`config.mk`:
```
export PLATFORM = sky130hd
export DESIGN_NAME = maxpool_stream_ctrl
export DESIGN_NICKNAME = d
export VERILOG_FILES = /design/src/rtl/maxpool_pkg.sv /design/src/rtl/maxpool_smax2.sv /design/src/rtl/maxpool_stream_ctrl.sv
export SDC_FILE = /design/constraint.sdc
export NUM_CORES = 1
export LEC_CHECK = 0
export CAP_MARGIN = 20
export CORE_MARGIN = 1.5
export CORE_UTILIZATION = 34
export DETAILED_ROUTE_END_ITERATION = 10
export HOLD_SLACK_MARGIN = 0.05
export MAX_ROUTING_LAYER = met4
export SETUP_SLACK_MARGIN = 0.05
export SLEW_MARGIN = 20
export SYNTH_ARGS = -nofsm -noshare
export SYNTH_HDL_FRONTEND = slang
export SYNTH_SLANG_ARGS = --single-unit
```
`constraint.sdc`:
```
create_clock -name clk -period 3.8 [get_ports clk]
set_input_delay 0.76 -clock clk [delete_from_list [all_inputs] [get_ports clk]]
set_output_delay 0.76 -clock clk [all_outputs]
set_load 0.005 [all_outputs]
```
`src/rtl/maxpool_pkg.sv`:
```
// rtl/maxpool_pkg.sv - shared constants and FSM encoding for the streaming 2x2 max-pool engine
package maxpool_pkg;

   localparam int IN_DIM  = 24;
   localparam int DATA_W  = 8;
   localparam int OUT_DIM = IN_DIM / 2;
   localparam int RD_AW   = $clog2(IN_DIM * IN_DIM);
   localparam int WR_AW   = $clog2(OUT_DIM * OUT_DIM);
   localparam int CW      = $clog2(IN_DIM);

   typedef enum logic [1:0] {
      IDLE  = 2'd0,
      READ  = 2'd1,
      DRAIN = 2'd2,
      FIN   = 2'd3
   } state_t;

endpackage

```
`src/rtl/maxpool_smax2.sv`:
```
// rtl/maxpool_smax2.sv - combinational signed two-input maximum
module maxpool_smax2
   import maxpool_pkg::*;
#(
   parameter int W = DATA_W
) (
   input  logic [W-1:0] a,
   input  logic [W-1:0] b,
   output logic [W-1:0] y
);

   assign y = ($signed(a) >= $signed(b)) ? a : b;

endmodule

```
`src/rtl/maxpool_stream_ctrl.sv`:
```
// rtl/maxpool_stream_ctrl.sv - sequential 2x2 stride-2 signed max-pool, one pixel per cycle
module maxpool_stream_ctrl
   import maxpool_pkg::*;
(
   input  logic              clk,
   input  logic              rst_n,
   input  logic              start,
   input  logic              stall,
   output logic              rd_en,
   output logic [RD_AW-1:0]  rd_addr,
   input  logic [DATA_W-1:0] rd_data,
   output logic              wr_en,
   output logic [WR_AW-1:0]  wr_addr,
   output logic [DATA_W-1:0] wr_data,
   output logic              busy,
   output logic              done
);

   localparam int LAST_RD = IN_DIM * IN_DIM - 1;

   state_t              state;
   logic [CW-1:0]       row, col;
   logic [CW-1:0]       tag_row, tag_col;
   logic                tag_vld;
   logic [DATA_W-1:0]   pair;
   logic [DATA_W-1:0]   h_max, v_max;
   logic [DATA_W-1:0]   line_buf [OUT_DIM];
   logic [CW-2:0]       lb_idx;
   logic                rd_last;

   assign rd_en   = (state == READ) && !stall;
   assign rd_last = (rd_addr == RD_AW'(LAST_RD));
   assign lb_idx  = tag_col[CW-1:1];

   always_ff @(posedge clk or negedge rst_n) begin
      if (!rst_n) begin
         state   <= IDLE;
         busy    <= 1'b0;
         done    <= 1'b0;
         row     <= '0;
         col     <= '0;
         rd_addr <= '0;
      end else begin
         done <= 1'b0;
         case (state)
            IDLE: begin
               if (start) begin
                  state <= READ;
                  busy  <= 1'b1;
               end
            end
            READ: begin
               if (rd_en) begin
                  if (rd_last) begin
                     state   <= DRAIN;
                     rd_addr <= '0;
                     row     <= '0;
                     col     <= '0;
                  end else begin
                     rd_addr <= rd_addr + RD_AW'(1);
                     if (col == CW'(IN_DIM - 1)) begin
                        col <= '0;
                        row <= row + CW'(1);
                     end else begin
                        col <= col + CW'(1);
                     end
                  end
               end
            end
            // Last pixel arrived the cycle before; its write is on the bus once the pipe empties.
            DRAIN: begin
               if (!tag_vld) begin
                  state <= FIN;
                  busy  <= 1'b0;
                  done  <= 1'b1;
               end
            end
            FIN:     state <= IDLE;
            default: state <= IDLE;
         endcase
      end
   end

   always_ff @(posedge clk or negedge rst_n) begin
      if (!rst_n) begin
         tag_vld <= 1'b0;
         tag_row <= '0;
         tag_col <= '0;
         pair    <= '0;
         wr_en   <= 1'b0;
         wr_addr <= '0;
         wr_data <= '0;
      end else begin
         tag_vld <= rd_en;
         if (rd_en) begin
            tag_row <= row;
            tag_col <= col;
         end
         wr_en <= 1'b0;
         if (tag_vld) begin
            if (!tag_col[0]) begin
               pair <= rd_data;
            end else if (tag_row[0]) begin
               wr_en   <= 1'b1;
               wr_data <= v_max;
               wr_addr <= WR_AW'(tag_row[CW-1:1]) * WR_AW'(OUT_DIM) + WR_AW'(tag_col[CW-1:1]);
            end
         end
      end
   end

   // Horizontal pair maxima of even rows wait here for the matching odd row.
   always_ff @(posedge clk) begin
      if (tag_vld && tag_col[0] && !tag_row[0])
         line_buf[lb_idx] <= h_max;
   end

   maxpool_smax2 #(.W(DATA_W)) u_hmax (
      .a (pair),
      .b (rd_data),
      .y (h_max)
   );

   maxpool_smax2 #(.W(DATA_W)) u_vmax (
      .a (line_buf[lb_idx]),
      .b (h_max),
      .y (v_max)
   );

endmodule

```
==> reports/results.ini <==
[global_routing]
grt_max_degree = 40
track_usage_pct = 15.7
grt_pass1_wl_microns = 25300
grt_antenna_before_repair = 0
grt_pass1_vias = 4692
overflow = 0

[logic_synthesis]
avgSynthCellArea_sq_um = 13.4
synth_area_sq_um = 7030
synth_edf_count = 96
synth_seq_area_share_pct = 62.4
yosys.cell_types.count = 54
yosysWarningCount = 0
synthTopCellsByArea = edfxtp_1, dfrtp_1, mux4_2, ha_1, nand2_1
async_flop_share_pct = 38.5
synth_top_area_share_pct = 41.0
ys.flop_type = edfxtp_1
syn_inst = 525
syn_nets = 567
synthMostInstantiatedCell = edfxtp_1
synth_common_cells = edfxtp_1, nand2_1, dfrtp_1
synth_seq_cells = 156
yosys.area.top_type = edfxtp_1

[sta]
slew_headroom_pct = 36.7
holdWs_ns = 0.476
worstMarginPinSlew_ns = 0.949
rsz0062_at_grt = false
report.final.slew_viol_count = 0
setup_violations = 0
post-route-min-period_ns = 3.58
finalClockSkew_ns = 0.0104
timing_hold_violations_final = 0
post-route-period-util_pct = 94.3
finalSetupTns_ns = 0
max_freq_ghz = 0.279

[pwr]
seq_power_share_pct = 37.4
p_total_mw = 6.79
power_density_nw_per_um2 = 780
leakagePower_nw = 3.38
switching_power_mw = 2.22
combinationalPowerShare_pct = 35.5
power_frac_clock_pct = 27.1
vdd.ir_drop.worst_uv = 395
internal-power_mw = 4.56
power.share.switching_pct = 32.8

[setup_path]
slowest_stage = clkdlybuf4s50_1
cp_slowest_stage_delay_ns = 0.46
rr_startpoint = tag_col[1]$_DFFE_PN0P_
cp_data_arrival_time_ns = 3.93
path_buf_inv = 4
critical_path_class = in2reg
reg2reg_depth = 11
cp_max_fo = 8
r2r_slack_ns = 0.44
crit_chain = clkdlybuf4s50_1 > inv_1 > ha_1 > a21o_1 > a2111oi_4 > o22ai_4 > buf_4 > a21oi_2 > ha_1 > a22o_1 > nor4_4 > o22ai_2 > buf_6 > nand3b_2 > o211ai_2
timing.rr.end = wr_data[0]$_DFFE_PN0P_
crit_required_ns = 4.14
startpoint_type = input pin
path_common_cell = ha_1
cpLargestDelayFamily = compound AO/OA/AOI/OAI gates
crit_start = rd_data[5]
cp-end-kind = flop

[detailed_routing]
detail_route.vias_per_cell = 4.98
via_count = 4410
dr.first_iter.drc_count = 335
routedWlPerCell_microns = 17.5
drcViolationCount = 0
dr.pass1.iters = 4
antenna_left = 0
routed_wl_microns = 15500

[clock_tree]
root_buffer = clkbuf_16
ctsHoldBuffers = 0
cts_buffers = 17
clkLatencyLatePin_ns = 0.42
cts_tree = built
cts.clk_slew.worst_paths_ns = 0.06
cts.sink_count = 156
cts_max_level = 4
clockBufferDepth = 2

[outcome]
outcome = finished clean

[cells_and_area]
drive_gt1_share_pct = 19.2
nets = 645
syn_to_final_growth_pct = 23.9
n_fill_cell = 1796
diodes = 0

[place]
port_buffers = 41
routabilityCongestion = 0.803
hpwl_microns = 10700

[floorplanning]
die_x_microns = 147
core_region_area_sq_um = 20200
dieArea_sq_um = 21500
initial_core_util_pct = 34.7
io_pins = 42
fp-row-count = 52
die_h_microns = 147

[hold_path]
hp-class = in2async

[flow_run]
maxCapViolCount = 0

-- routing by layer --
layer	global-route usage (%)	part of all wire [%]	routed length [microns]
met5	-	0	0
met4	4.44	0.96	148
met3	3.11	4.3	669
met2	25.2	49	7650
met1	20.5	45	7030
-- state kept, by name (all words and copies together), names as in the netlist --
register  cells
busy          1
col           5
done          1
line_buf     96
pair          8
rd_addr      10
row           5
state         2
tag_col       5
tag_row       5
tag_vld       1
wr_addr       8
wr_data       8
wr_en         1
-- placed cells by master (no fill, tap or decap), drive strengths merged, types with 9 or more instances in the layout --
cell            n
edfxtp         96
nand2          92
dfrtp          60
clkdlybuf4s50  40
buf            38
nor2           36
ha             28
o21ai          25
mux4           24
inv            24
clkbuf         17
a21oi          16
nand3          15
xor2           10
xnor2           9
-- power groups by stage --
stage | Sequential (mW) | Combinational, mW | Clock, mW
CTS | 2.54 | 2.20 | 1.87
detailed placement | 2.57 | 2.18 | 0
global placement | 2.56 | 2.13 | 0
finish | 2.54 | 2.41 | 1.84
global route | 2.58 | 2.65 | 1.94
floorplan | 2.45 | 1.37 | 0
-- worst register-to-register path: cells and delay by family, from the launching register on --
kind	cells	cell delay, ns
AOI/OAI and AO/OA	4	0.68
adders and majority gates	1	0.28
buffers and inverters	2	0.46
DFF	1	0.74
muxes	1	0.52
and+or+nand+nor	3	0.62
-- what timing repair did --
action,CTS,global route
gates resized for setup,0,16
endpoints found under the setup margin,0,8
setup buffers,0,1
-- how the worst max path moves through the flow --
stage / slack, ns / cells past startpoint / to
final: 0.22 / 15 / wr_data[0]$_DFFE_PN0P_
after global routing: 0.07 / 16 / wr_data[6]$_DFFE_PN0P_
after CTS: 0.11 / 16 / wr_data[5]$_DFFE_PN0P_
after detailed placement: -0.31 / 16 / wr_data[5]$_DFFE_PN0P_
after global placement: -0.24 / 17 / wr_data[0]$_DFFE_PN0P_
after floorplan: 0.07 / 15 / wr_data[0]$_DFFE_PN0P_
-- stage by stage --
| stage | utilization [%] | instance area, sq um | instances | setup WS (ns) |
|---|---|---|---|---|
| 2_1_floorplan | - | 7030 | 525 | 0.0718 |
| 3_3_place_gp | 39.3 | 7960 | 852 | -0.236 |
| 3_5_place_dp | 39.3 | 7960 | 852 | -0.306 |
| 4_1_cts | 42.5 | 8610 | 884 | 0.106 |
| 5_1_grt | 43.0 | 8700 | 886 | 0.0667 |
| 6_report | 43.0 | 8700 | 886 | 0.217 |
-- layout make-up --
class	instances	area (sq um)	share of cell area, %
well taps	270	338	3.88
repair buffers	78	707	8.12
multi-input cells	328	2550	29.3
clock inverters	15	219	2.52
inverters	22	82.6	0.949
flip-flops and latches	156	4380	50.4
clock buffers	17	425	4.89
-- cell families after synthesis --
group / share of synthesized area [%]
AND/OR/NAND/NOR: 11.6
flip-flops: 62.4
AO/OA/AOI/OAI: 7.46
buffers and inverters: 2.39
adder cells (fa/ha/maj): 5.55
multiplexers: 8.22
XOR/XNOR: 2.37
Note: power is estimated with default switching activity, not from simulation.
